**src/rtl/ahb_map_pkg.sv**
```systemverilog
// Default system address map: slave 0 at 0x0000_0000 (64 KiB), slave 1 at 0x4000_0000 (4 KiB).
package ahb_map_pkg;

  localparam int MAP_NSLV = 2;

  // Index 0 sits in the least significant 32 bits.
  localparam logic [MAP_NSLV*32-1:0] MAP_SLV_BASE = {32'h4000_0000, 32'h0000_0000};
  localparam logic [MAP_NSLV*32-1:0] MAP_SLV_MASK = {32'hFFFF_F000, 32'hFFFF_0000};

endpackage

```
**src/rtl/common_types_pkg.sv**
```systemverilog
// Shared AHB-Lite encodings and the default-slave state type.
package common_types_pkg;

  typedef enum logic [1:0] {
    HTRANS_IDLE   = 2'b00,
    HTRANS_BUSY   = 2'b01,
    HTRANS_NONSEQ = 2'b10,
    HTRANS_SEQ    = 2'b11
  } htrans_t;

  localparam logic HRESP_OKAY  = 1'b0;
  localparam logic HRESP_ERROR = 1'b1;

  typedef enum logic [1:0] {
    DS_IDLE = 2'b00,
    DS_ERR1 = 2'b01,
    DS_ERR2 = 2'b10
  } ds_state_t;

endpackage

```
**src/rtl/ahb_bus_if.sv**
```systemverilog
// Master-side AHB-Lite bundle: address/control/write data out, read data/response back.
interface ahb_bus_if;
  import common_types_pkg::*;

  logic [31:0] haddr;
  logic [31:0] hwdata;
  htrans_t     htrans;
  logic [2:0]  hsize;
  logic [2:0]  hburst;
  logic        hwrite;
  logic [31:0] hrdata;
  logic        hready;
  logic        hresp;

  modport master (
    output haddr, hwdata, htrans, hsize, hburst, hwrite,
    input  hrdata, hready, hresp
  );

  modport mux_to_master (
    input  haddr, hwdata, htrans, hsize, hburst, hwrite,
    output hrdata, hready, hresp
  );

endinterface

```
**src/rtl/ahb_default_slave.sv**
```systemverilog
// Default slave: two-cycle ERROR response for unmapped transfers plus sticky error capture.
module ahb_default_slave
  import common_types_pkg::*;
#(
  parameter int ERRCNT_W = 8
) (
  input  logic                clk,
  input  logic                nrst,
  input  logic                accept_i,
  input  logic [31:0]         addr_i,
  input  logic                err_clr_i,
  output logic                hready_o,
  output logic                hresp_o,
  output logic                err_valid_o,
  output logic [31:0]         err_addr_o,
  output logic [ERRCNT_W-1:0] err_count_o
);

  ds_state_t             state_q, state_d;
  logic                  err_enter;
  logic                  err_valid_q, err_valid_d;
  logic [31:0]           err_addr_q, err_addr_d;
  logic [ERRCNT_W-1:0]   err_count_q, err_count_d;

  always_ff @(posedge clk or negedge nrst) begin
    if (!nrst) begin
      state_q <= DS_IDLE;
    end else begin
      state_q <= state_d;
    end
  end

  // No accept can arrive in DS_ERR1 because the muxed hready is held low there.
  always_comb begin
    state_d  = state_q;
    hready_o = 1'b1;
    hresp_o  = HRESP_OKAY;
    unique case (state_q)
      DS_IDLE: begin
        if (accept_i) state_d = DS_ERR1;
      end
      DS_ERR1: begin
        hready_o = 1'b0;
        hresp_o  = HRESP_ERROR;
        state_d  = DS_ERR2;
      end
      DS_ERR2: begin
        hresp_o = HRESP_ERROR;
        state_d = accept_i ? DS_ERR1 : DS_IDLE;
      end
      default: state_d = DS_IDLE;
    endcase
  end

  assign err_enter = (state_d == DS_ERR1);

  // Clearing first lets a coincident new error overwrite the cleared state.
  always_comb begin
    err_valid_d = err_valid_q;
    err_addr_d  = err_addr_q;
    err_count_d = err_count_q;
    if (err_clr_i) begin
      err_valid_d = 1'b0;
      err_addr_d  = '0;
      err_count_d = '0;
    end
    if (err_enter) begin
      if (!err_valid_d) err_addr_d = addr_i;
      err_valid_d = 1'b1;
      if (err_count_d != '1) err_count_d = err_count_d + ERRCNT_W'(1);
    end
  end

  always_ff @(posedge clk or negedge nrst) begin
    if (!nrst) begin
      err_valid_q <= 1'b0;
      err_addr_q  <= '0;
      err_count_q <= '0;
    end else begin
      err_valid_q <= err_valid_d;
      err_addr_q  <= err_addr_d;
      err_count_q <= err_count_d;
    end
  end

  assign err_valid_o = err_valid_q;
  assign err_addr_o  = err_addr_q;
  assign err_count_o = err_count_q;

endmodule

```
**src/rtl/ahb_decoder_mux.sv**
```systemverilog
// AHB-Lite address decoder and response multiplexer for NSLV slaves, with an
// internal default slave answering accesses that hit no slave.
module ahb_decoder_mux
  import common_types_pkg::*;
#(
  parameter int                 NSLV     = ahb_map_pkg::MAP_NSLV,
  parameter logic [NSLV*32-1:0] SLV_BASE = ahb_map_pkg::MAP_SLV_BASE,
  parameter logic [NSLV*32-1:0] SLV_MASK = ahb_map_pkg::MAP_SLV_MASK,
  parameter int                 ERRCNT_W = 8
) (
  input  logic                  clk,
  input  logic                  nrst,
  ahb_bus_if.mux_to_master      m_if,
  output logic [NSLV-1:0]       s_hsel,
  output logic [NSLV-1:0]       s_hready,
  output logic [31:0]           s_haddr,
  output logic [31:0]           s_hwdata,
  output logic [1:0]            s_htrans,
  output logic [2:0]            s_hsize,
  output logic [2:0]            s_hburst,
  output logic                  s_hwrite,
  input  logic [NSLV-1:0][31:0] s_hrdata,
  input  logic [NSLV-1:0]       s_hreadyout,
  input  logic [NSLV-1:0]       s_hresp,
  output logic                  err_valid,
  output logic [31:0]           err_addr,
  output logic [ERRCNT_W-1:0]   err_count,
  input  logic                  err_clr
);

  localparam int IDX_W = (NSLV > 1) ? $clog2(NSLV) : 1;

  logic             addr_active;
  logic             addr_hit;
  logic [IDX_W-1:0] addr_idx;
  logic             sel_def_q, sel_def_d;
  logic             sel_act_q, sel_act_d;
  logic [IDX_W-1:0] sel_idx_q, sel_idx_d;
  logic             hready_mux;
  logic             hresp_mux;
  logic [31:0]      hrdata_mux;
  logic             ds_accept;
  logic             ds_hready;
  logic             ds_hresp;

  assign addr_active = (m_if.htrans == HTRANS_NONSEQ) || (m_if.htrans == HTRANS_SEQ);

  // Scanning downwards makes the lowest matching index the final winner.
  always_comb begin
    addr_hit = 1'b0;
    addr_idx = '0;
    for (int i = NSLV - 1; i >= 0; i--) begin
      if ((m_if.haddr & SLV_MASK[i*32 +: 32]) == SLV_BASE[i*32 +: 32]) begin
        addr_hit = 1'b1;
        addr_idx = IDX_W'(i);
      end
    end
  end

  always_comb begin
    s_hsel = '0;
    if (addr_active && addr_hit) s_hsel[addr_idx] = 1'b1;
  end

  assign sel_idx_d = addr_idx;
  assign sel_def_d = !addr_hit;
  assign sel_act_d = addr_active;

  // The data-phase target only advances when the current data phase completes.
  always_ff @(posedge clk or negedge nrst) begin
    if (!nrst) begin
      sel_idx_q <= '0;
      sel_def_q <= 1'b1;
      sel_act_q <= 1'b0;
    end else if (hready_mux) begin
      sel_idx_q <= sel_idx_d;
      sel_def_q <= sel_def_d;
      sel_act_q <= sel_act_d;
    end
  end

  always_comb begin
    hready_mux = 1'b1;
    hresp_mux  = HRESP_OKAY;
    hrdata_mux = '0;
    if (sel_act_q && sel_def_q) begin
      hready_mux = ds_hready;
      hresp_mux  = ds_hresp;
    end else if (sel_act_q) begin
      hready_mux = s_hreadyout[sel_idx_q];
      hresp_mux  = s_hresp[sel_idx_q];
      hrdata_mux = s_hrdata[sel_idx_q];
    end
  end

  assign ds_accept = hready_mux && addr_active && !addr_hit;

  ahb_default_slave #(
    .ERRCNT_W (ERRCNT_W)
  ) u_default_slave (
    .clk         (clk),
    .nrst        (nrst),
    .accept_i    (ds_accept),
    .addr_i      (m_if.haddr),
    .err_clr_i   (err_clr),
    .hready_o    (ds_hready),
    .hresp_o     (ds_hresp),
    .err_valid_o (err_valid),
    .err_addr_o  (err_addr),
    .err_count_o (err_count)
  );

  assign m_if.hready = hready_mux;
  assign m_if.hresp  = hresp_mux;
  assign m_if.hrdata = hrdata_mux;
  assign s_hready    = {NSLV{hready_mux}};
  assign s_haddr     = m_if.haddr;
  assign s_hwdata    = m_if.hwdata;
  assign s_htrans    = m_if.htrans;
  assign s_hsize     = m_if.hsize;
  assign s_hburst    = m_if.hburst;
  assign s_hwrite    = m_if.hwrite;

endmodule

```
**src/flat_wrapper.sv**
```systemverilog
// flat-port wrapper written by rule: the top's interface ports become plain ports
module ahb_decoder_mux_flat import common_types_pkg::*;
#(
  parameter int                 NSLV     = ahb_map_pkg::MAP_NSLV,
  parameter logic [NSLV*32-1:0] SLV_BASE = ahb_map_pkg::MAP_SLV_BASE,
  parameter logic [NSLV*32-1:0] SLV_MASK = ahb_map_pkg::MAP_SLV_MASK,
  parameter int                 ERRCNT_W = 8
)
  (clk, nrst, s_hsel, s_hready, s_haddr, s_hwdata, s_htrans, s_hsize, s_hburst, s_hwrite, s_hrdata, s_hreadyout, s_hresp, err_valid, err_addr, err_count, err_clr, m_if_haddr, m_if_hwdata, m_if_htrans, m_if_hsize, m_if_hburst, m_if_hwrite, m_if_hrdata, m_if_hready, m_if_hresp);
  ahb_bus_if m_if_i ();
  input  logic clk;
  input  logic nrst;
  output logic [NSLV-1:0] s_hsel;
  output logic [NSLV-1:0] s_hready;
  output logic [31:0] s_haddr;
  output logic [31:0] s_hwdata;
  output logic [1:0] s_htrans;
  output logic [2:0] s_hsize;
  output logic [2:0] s_hburst;
  output logic s_hwrite;
  input  logic [NSLV-1:0][31:0] s_hrdata;
  input  logic [NSLV-1:0] s_hreadyout;
  input  logic [NSLV-1:0] s_hresp;
  output logic err_valid;
  output logic [31:0] err_addr;
  output logic [ERRCNT_W-1:0] err_count;
  input  logic err_clr;
  input wire logic [$bits(m_if_i.haddr)-1:0] m_if_haddr;
  input wire logic [$bits(m_if_i.hwdata)-1:0] m_if_hwdata;
  input wire logic [$bits(m_if_i.htrans)-1:0] m_if_htrans;
  input wire logic [$bits(m_if_i.hsize)-1:0] m_if_hsize;
  input wire logic [$bits(m_if_i.hburst)-1:0] m_if_hburst;
  input wire logic [$bits(m_if_i.hwrite)-1:0] m_if_hwrite;
  output wire logic [$bits(m_if_i.hrdata)-1:0] m_if_hrdata;
  output wire logic [$bits(m_if_i.hready)-1:0] m_if_hready;
  output wire logic [$bits(m_if_i.hresp)-1:0] m_if_hresp;
  assign m_if_i.haddr = m_if_haddr;
  assign m_if_i.hwdata = m_if_hwdata;
  assign m_if_i.htrans = m_if_htrans;
  assign m_if_i.hsize = m_if_hsize;
  assign m_if_i.hburst = m_if_hburst;
  assign m_if_i.hwrite = m_if_hwrite;
  assign m_if_hrdata = m_if_i.hrdata;
  assign m_if_hready = m_if_i.hready;
  assign m_if_hresp = m_if_i.hresp;
  ahb_decoder_mux #(.NSLV(NSLV), .SLV_BASE(SLV_BASE), .SLV_MASK(SLV_MASK), .ERRCNT_W(ERRCNT_W)) u_core (.clk(clk), .nrst(nrst), .m_if(m_if_i), .s_hsel(s_hsel), .s_hready(s_hready), .s_haddr(s_haddr), .s_hwdata(s_hwdata), .s_htrans(s_htrans), .s_hsize(s_hsize), .s_hburst(s_hburst), .s_hwrite(s_hwrite), .s_hrdata(s_hrdata), .s_hreadyout(s_hreadyout), .s_hresp(s_hresp), .err_valid(err_valid), .err_addr(err_addr), .err_count(err_count), .err_clr(err_clr));
endmodule
```
**config.mk**
```make
export PLATFORM = sky130hd
export DESIGN_NAME = ahb_decoder_mux_flat
export DESIGN_NICKNAME = d
export VERILOG_FILES = /design/src/rtl/ahb_map_pkg.sv /design/src/rtl/common_types_pkg.sv /design/src/rtl/ahb_bus_if.sv /design/src/rtl/ahb_default_slave.sv /design/src/rtl/ahb_decoder_mux.sv /design/src/flat_wrapper.sv
export SDC_FILE = /design/constraint.sdc
export NUM_CORES = 1
export LEC_CHECK = 0
export ABC_AREA = 1
export BUFFER_PORTS_ARGS = -buffer_cell sky130_fd_sc_hd__buf_2
export CAP_MARGIN = 20
export CORE_AREA = 2 2 114 116
export DETAILED_ROUTE_END_ITERATION = 8
export DIE_AREA = 0 0 116 118
export GPL_TIMING_DRIVEN = 0
export PLACE_DENSITY_LB_ADDON = 0.05
export SYNTH_ARGS = -nofsm -noshare
export SYNTH_HDL_FRONTEND = slang
export SYNTH_SLANG_ARGS = --single-unit
```
**constraint.sdc**
```tcl
create_clock -name clk -period 2.1 [get_ports clk]
set_input_delay 0.315 -clock clk [delete_from_list [all_inputs] [get_ports clk]]
set_output_delay 0.315 -clock clk [all_outputs]
set_load 0.01 [all_outputs]
```
---- Word-level counts from Yosys, hierarchy flattened ----
Cells that the tools add are included.
cells by class
  add/subtract/negate cells ............... 1
  magnitude comparators ................... 3
  equality and inequality tests ........... 7
  multiplexer cells ....................... 31
  reductions and logical operators ........ 10
operators with widths
  operator                                                                       count
  32-bit two-way mux                                                             7
  32-bit logical NOT                                                             1
  8-bit two-way mux                                                              3
  20-bit by 19-bit equality test with 1-bit output (second input constant)       1
  1-bit two-way mux                                                              17
  8-bit by 1-bit adder with 8-bit output (second input constant)                 1
  8-bit != test (second input constant)                                          1
  2-bit equality test (second input constant)                                    3
  2-bit case mux with 3 select lines                                             1
  1-bit logical AND                                                              5
  2-bit by 1-bit equality test with 1-bit output (second input constant)         2
  1-bit by 2-bit less-than comparator with 1-bit output (second input constant)  2
  2-bit two-way mux                                                              2
  2-bit logical NOT                                                              1
  2-bit OR reduction                                                             1
  1-bit demux with 1-bit select                                                  1
  1-bit greater-or-equal comparator (second input constant)                      1
  1-bit logical NOT                                                              1
  1-bit logical OR                                                               1
storage, ports and cells
  register bits after elaboration ......... 46
  input bits .............................. 144
  output and inout port bits .............. 152
  logic and storage cells ................. 59

---- Depth between registers and ports, before layout ----
  word-level depth ........................ 10
  depth in mapped cells ................... 12
  depth with buffers taken out ............ 11

---- Cells and area by module ----
A second synthesis with hierarchy kept.
second synthesis, totals
  cells, all modules ...................... 480
  area total of the unflattened synthesis .. 3348.2 um^2
modules (own cells, without submodules)
  module             instances  cells an instance  area an instance (um^2)  seq. area each (um^2)
  ahb_default_slave  1          236                1968.1                   1076.0
  ahb_decoder_mux    1          244                1380.1                   76.3

---- Worst setup path after synthesis ----
OpenSTA, ideal clock, no wires.
  path type ............................... input to register
  start ................................... input port err_clr
  end ..................................... register u_core.u_default_slave.err_count_q[1] (netlist: u_core.u_default_slave.err_count_o[1])
  setup time .............................. 0.117 ns
  arrival time ............................ 1.444 ns
  path slack .............................. 0.538 ns
  stages .................................. 12
  buffers on the path ..................... 1
  cell sequence ........................... buf_2 inv_2 nand2_1 inv_1 ha_1 nand3_1 inv_1 nand2_2 nand2_1 nand2_1 nand4_1 nand2_1
between the ends
  cells in the longest elaborated chain, start to end .. 4
RTL lines
  item                                                                            RTL line                 text
  from (decl)                                                                     flat_wrapper.sv:27       input logic err_clr;
  8-bit two-way mux (*)                                                           ahb_default_slave.sv:62  if (err_clr_i) begin
  8-bit by 1-bit adder with 8-bit output / 8-bit != test (equally long branches)  ahb_default_slave.sv:70  if (err_count_d != '1) err_count_d = err_count_d + ERRCNT_W'(1);
  8-bit two-way mux                                                               ahb_default_slave.sv:70
  8-bit two-way mux (*)                                                           ahb_default_slave.sv:67  if (err_enter) begin
  named net u_core.u_default_slave.err_count_d[1]                                 ahb_default_slave.sv:23  logic [ERRCNT_W-1:0] err_count_q, err_count_d;
  to (signal assigned)                                                            ahb_default_slave.sv:82  err_count_q <= err_count_d;
  to (decl)                                                                       ahb_default_slave.sv:23
The timed path passes the listed nets; every way through them passes the cells marked *.
A chain may end at the register's enable or synchronous reset.

---- Worst setup path after layout ----
  start ................................... register u_core.sel_idx_q
  end ..................................... output port m_if_hrdata[8]
between the ends
  cells in the longest elaborated chain, start to end .. 4
RTL lines
  item                                                   RTL line               text
  from (decl)                                            ahb_decoder_mux.sv:38  logic [IDX_W-1:0] sel_idx_q, sel_idx_d;
  from (signal assigned)                                 ahb_decoder_mux.sv:76  sel_idx_q <= sel_idx_d;
  32-bit two-way mux (implied by the code) (2 in a row)  ahb_decoder_mux.sv:92  hrdata_mux = s_hrdata[sel_idx_q];
  32-bit two-way mux                                     ahb_decoder_mux.sv:89  end else if (sel_act_q) begin
  32-bit two-way mux                                     ahb_decoder_mux.sv:86  if (sel_act_q && sel_def_q) begin
  to (decl)                                              flat_wrapper.sv:34     output wire logic [$bits(m_if_i.hrdata)-1:0] m_if_hrdata;
No other way between the ends. The select of a mux whose other input is x is not followed.

==> results.toml <==
[outcome]
status = "completed"

[floorplan]
io_pins = 296
row_count = 41
die-area_um2 = 13700
start_util_pct = 31.9
die_w_um = 116
die_h_um = 118
coreArea_um2 = 12400

[timing]
fin_crit_sh_pct = 93.2
max_clock_freq_ghz = 0.511
skew_ps = 8.80
setup_viol = 0
fin_tns_setup_ps = 0
relSlewSlack_pct = 63.0
drv_slew = 0
final.min_clock_period_ps = 1960
hold_viol = 0
worst_slew_pin_slew_ps = 555
rsz0062_at_grt = "false"

[route]
vias = 4739
drtIter0Drc = 190
drc = 0
ant_nets = 0
drt-wirelength-per-cell_um = 13.5
dr.pass1.iters = 4
wl_um = 14200
via_per_inst = 4.48

[critical_path]
crit_arrival_ps = 1640
end_kind = "output port"
max_stage_delay_ps = 370
crit_type = "register to output port"
startpoint_type = "register"
cpMaxStageDelayCell = "dfrtp_1"
critPathBufInv = 4
required_ps = 1780
crit_chain = "buf_6, inv_4, clkbuf_1, nand2_1, a21oi_1, buf_2"
critPathMaxFanout = 10
critical_path.top_delay_family = "buffers and inverters"

[worst_hold_path]
hold_path.class = "input pin to asynchronous set/reset pin"

[finish]
layout_common_cells = "buf_2, nand2_1, buf_4"
final_cells = 1057
area_growth_pct = 42.4
antenna_cells = 0
mostFrequentLayoutCell = "buf_2"
layout-drive-gt1-share_pct = 41.4
fill_cells = 1321
regArea_um2 = 1150
final_nets = 1035
multiInputGateArea_um2 = 1860

[logic_synthesis]
synthCells = 623
synth.avg_cell_area_um2 = 6.36
ys_types = 27
seq_area_frac_synth_pct = 29.1
ys_ff_latch = 46
yosysWarnings = 0
syn_area_um2 = 3970
synth_nets = 773

[global_route]
grt_pass1_wl_um = 21400
grt_max_degree = 27
grt_overflow_total = 0
grt_usage_pct = 19.4
first_global_vias = 4408
antenna_found_initial = 0

[cts]
clock_sinks = 46
cts_root_buf = "clkbuf_16"
cts_made_buffers = 5
path_clk_slew_ps = 70
ctsHoldBuffers = 0
h-tree-depth = 2
cts_tree = "yes"
clock_latency_ps = 290
clockBufferDepth = 2

[place]
portBuffers = 254
dp_hpwl_um = 11200
gp_congestion = 0.854
dp_cells = 1050

[flow_run]
maxCapViolCount = 0

[pwr]
power.density_nw_per_um2 = 988
irDropWorstVdd_mv = 0.478
total_leakage_power_nw = 3.40
-- flip-flops by register name, indices dropped and copies added (netlist names) --
signal	cells
u_core.sel_def_q	1
u_core.u_default_slave.state_q	2
u_core.u_default_slave.err_addr_o	32
u_core.sel_act_q	1
u_core.sel_idx_q	1
u_core.u_default_slave.err_valid_o	1
u_core.u_default_slave.err_count_o	8
-- synth_stat cells, drive strengths merged --
cell / n / area [um2]
a21oi: 33 / 165
or2: 3 / 18.8
dfrtp: 45 / 1130
nand2: 215 / 822
o31ai: 1 / 7.51
nand3b: 1 / 7.51
nand3: 16 / 92.6
buf: 92 / 678
o21ai: 36 / 180
dfstp: 1 / 26.3
nor3: 1 / 5.00
nor2: 58 / 223
a21boi: 1 / 7.51
clkbuf: 20 / 75.1
nand4: 40 / 250
inv: 54 / 205
ha: 6 / 75.1
-- final cells by class --
| cell class | count | area share [%] |
|---|---|---|
| sequential | 46 | 20.4 |
| clock buffer | 6 | 2.46 |
| clock inverter | 1 | 0.532 |
| timing repair buffer | 255 | 22.9 |
| tap | 172 | 3.81 |
| inverter | 54 | 3.63 |
| buffer | 112 | 13.4 |
| multi-input combinational | 411 | 32.9 |
-- power breakdown --
group	switching (mW)	total, mW	internal [mW]
Clock	0.348	0.937	0.589
Combinational	2.06	3.22	1.16
Sequential	0.189	1.42	1.24
-- logic make-up (layout without fill, tap and decap cells) --
logic type      after synthesis  in the layout  synth area share, %
simple gates                334            334                 35.8
fa+ha+maj                     6              6                 1.89
flops                        46             46                 29.1
compound gates               71             71                 9.09
buf+inv                     166            428                 24.2
-- timing repair --
item / in CTS / in global routing
buffers inserted: 0 / 0
endpoints found under the setup margin: 0 / 25
resized for setup: 0 / 5
-- stage by stage --
step	setup slack, ps	hold slack (ps)	power, mW	instance area, um2	util (%)
2_1_floorplan	538	19.4	3.41	3970	-
3_3_place_gp	174	577	4.61	5450	43.9
3_5_place_dp	144	335	4.65	5470	44.1
4_1_cts	131	23.7	5.62	5640	45.4
5_1_grt	25.1	30.1	6.07	5650	45.5
6_report	143	1.79	5.58	5650	45.5
-- routing by layer --
layer / up-vias / routed length, um / track usage (%)
met5: - / 0 / 0
met4: 0 / 114 / 4.61
met3: 8 / 842 / 2.88
met2: 175 / 7170 / 34.5
met1: 2143 / 6110 / 24.3
li1: 2413 / - / -
-- final timing paths --
check	slack [ps]	depth (start not counted)	start	to
worst min register to register	590	4	u_core.sel_def_q$_DFFE_PN1P_	u_core.sel_def_q$_DFFE_PN1P_
min in group clk	300	3	m_if_htrans[1]	u_core.sel_act_q$_DFFE_PN0P_
max in group asynchronous	1470	2	nrst	u_core.sel_def_q$_DFFE_PN1P_
worst max register to register	290	7	u_core.u_default_slave.state_q[0]$_DFF_PN0_	u_core.u_default_slave.err_addr_o[14]$_DFF_PN0_
worst max-delay path	140	6	u_core.sel_idx_q$_DFFE_PN0P_	m_if_hrdata[8]
worst min-delay path	2	1	nrst	u_core.u_default_slave.err_count_o[0]$_DFF_PN0_
No activity file was read; power rests on OpenSTA's default activity.
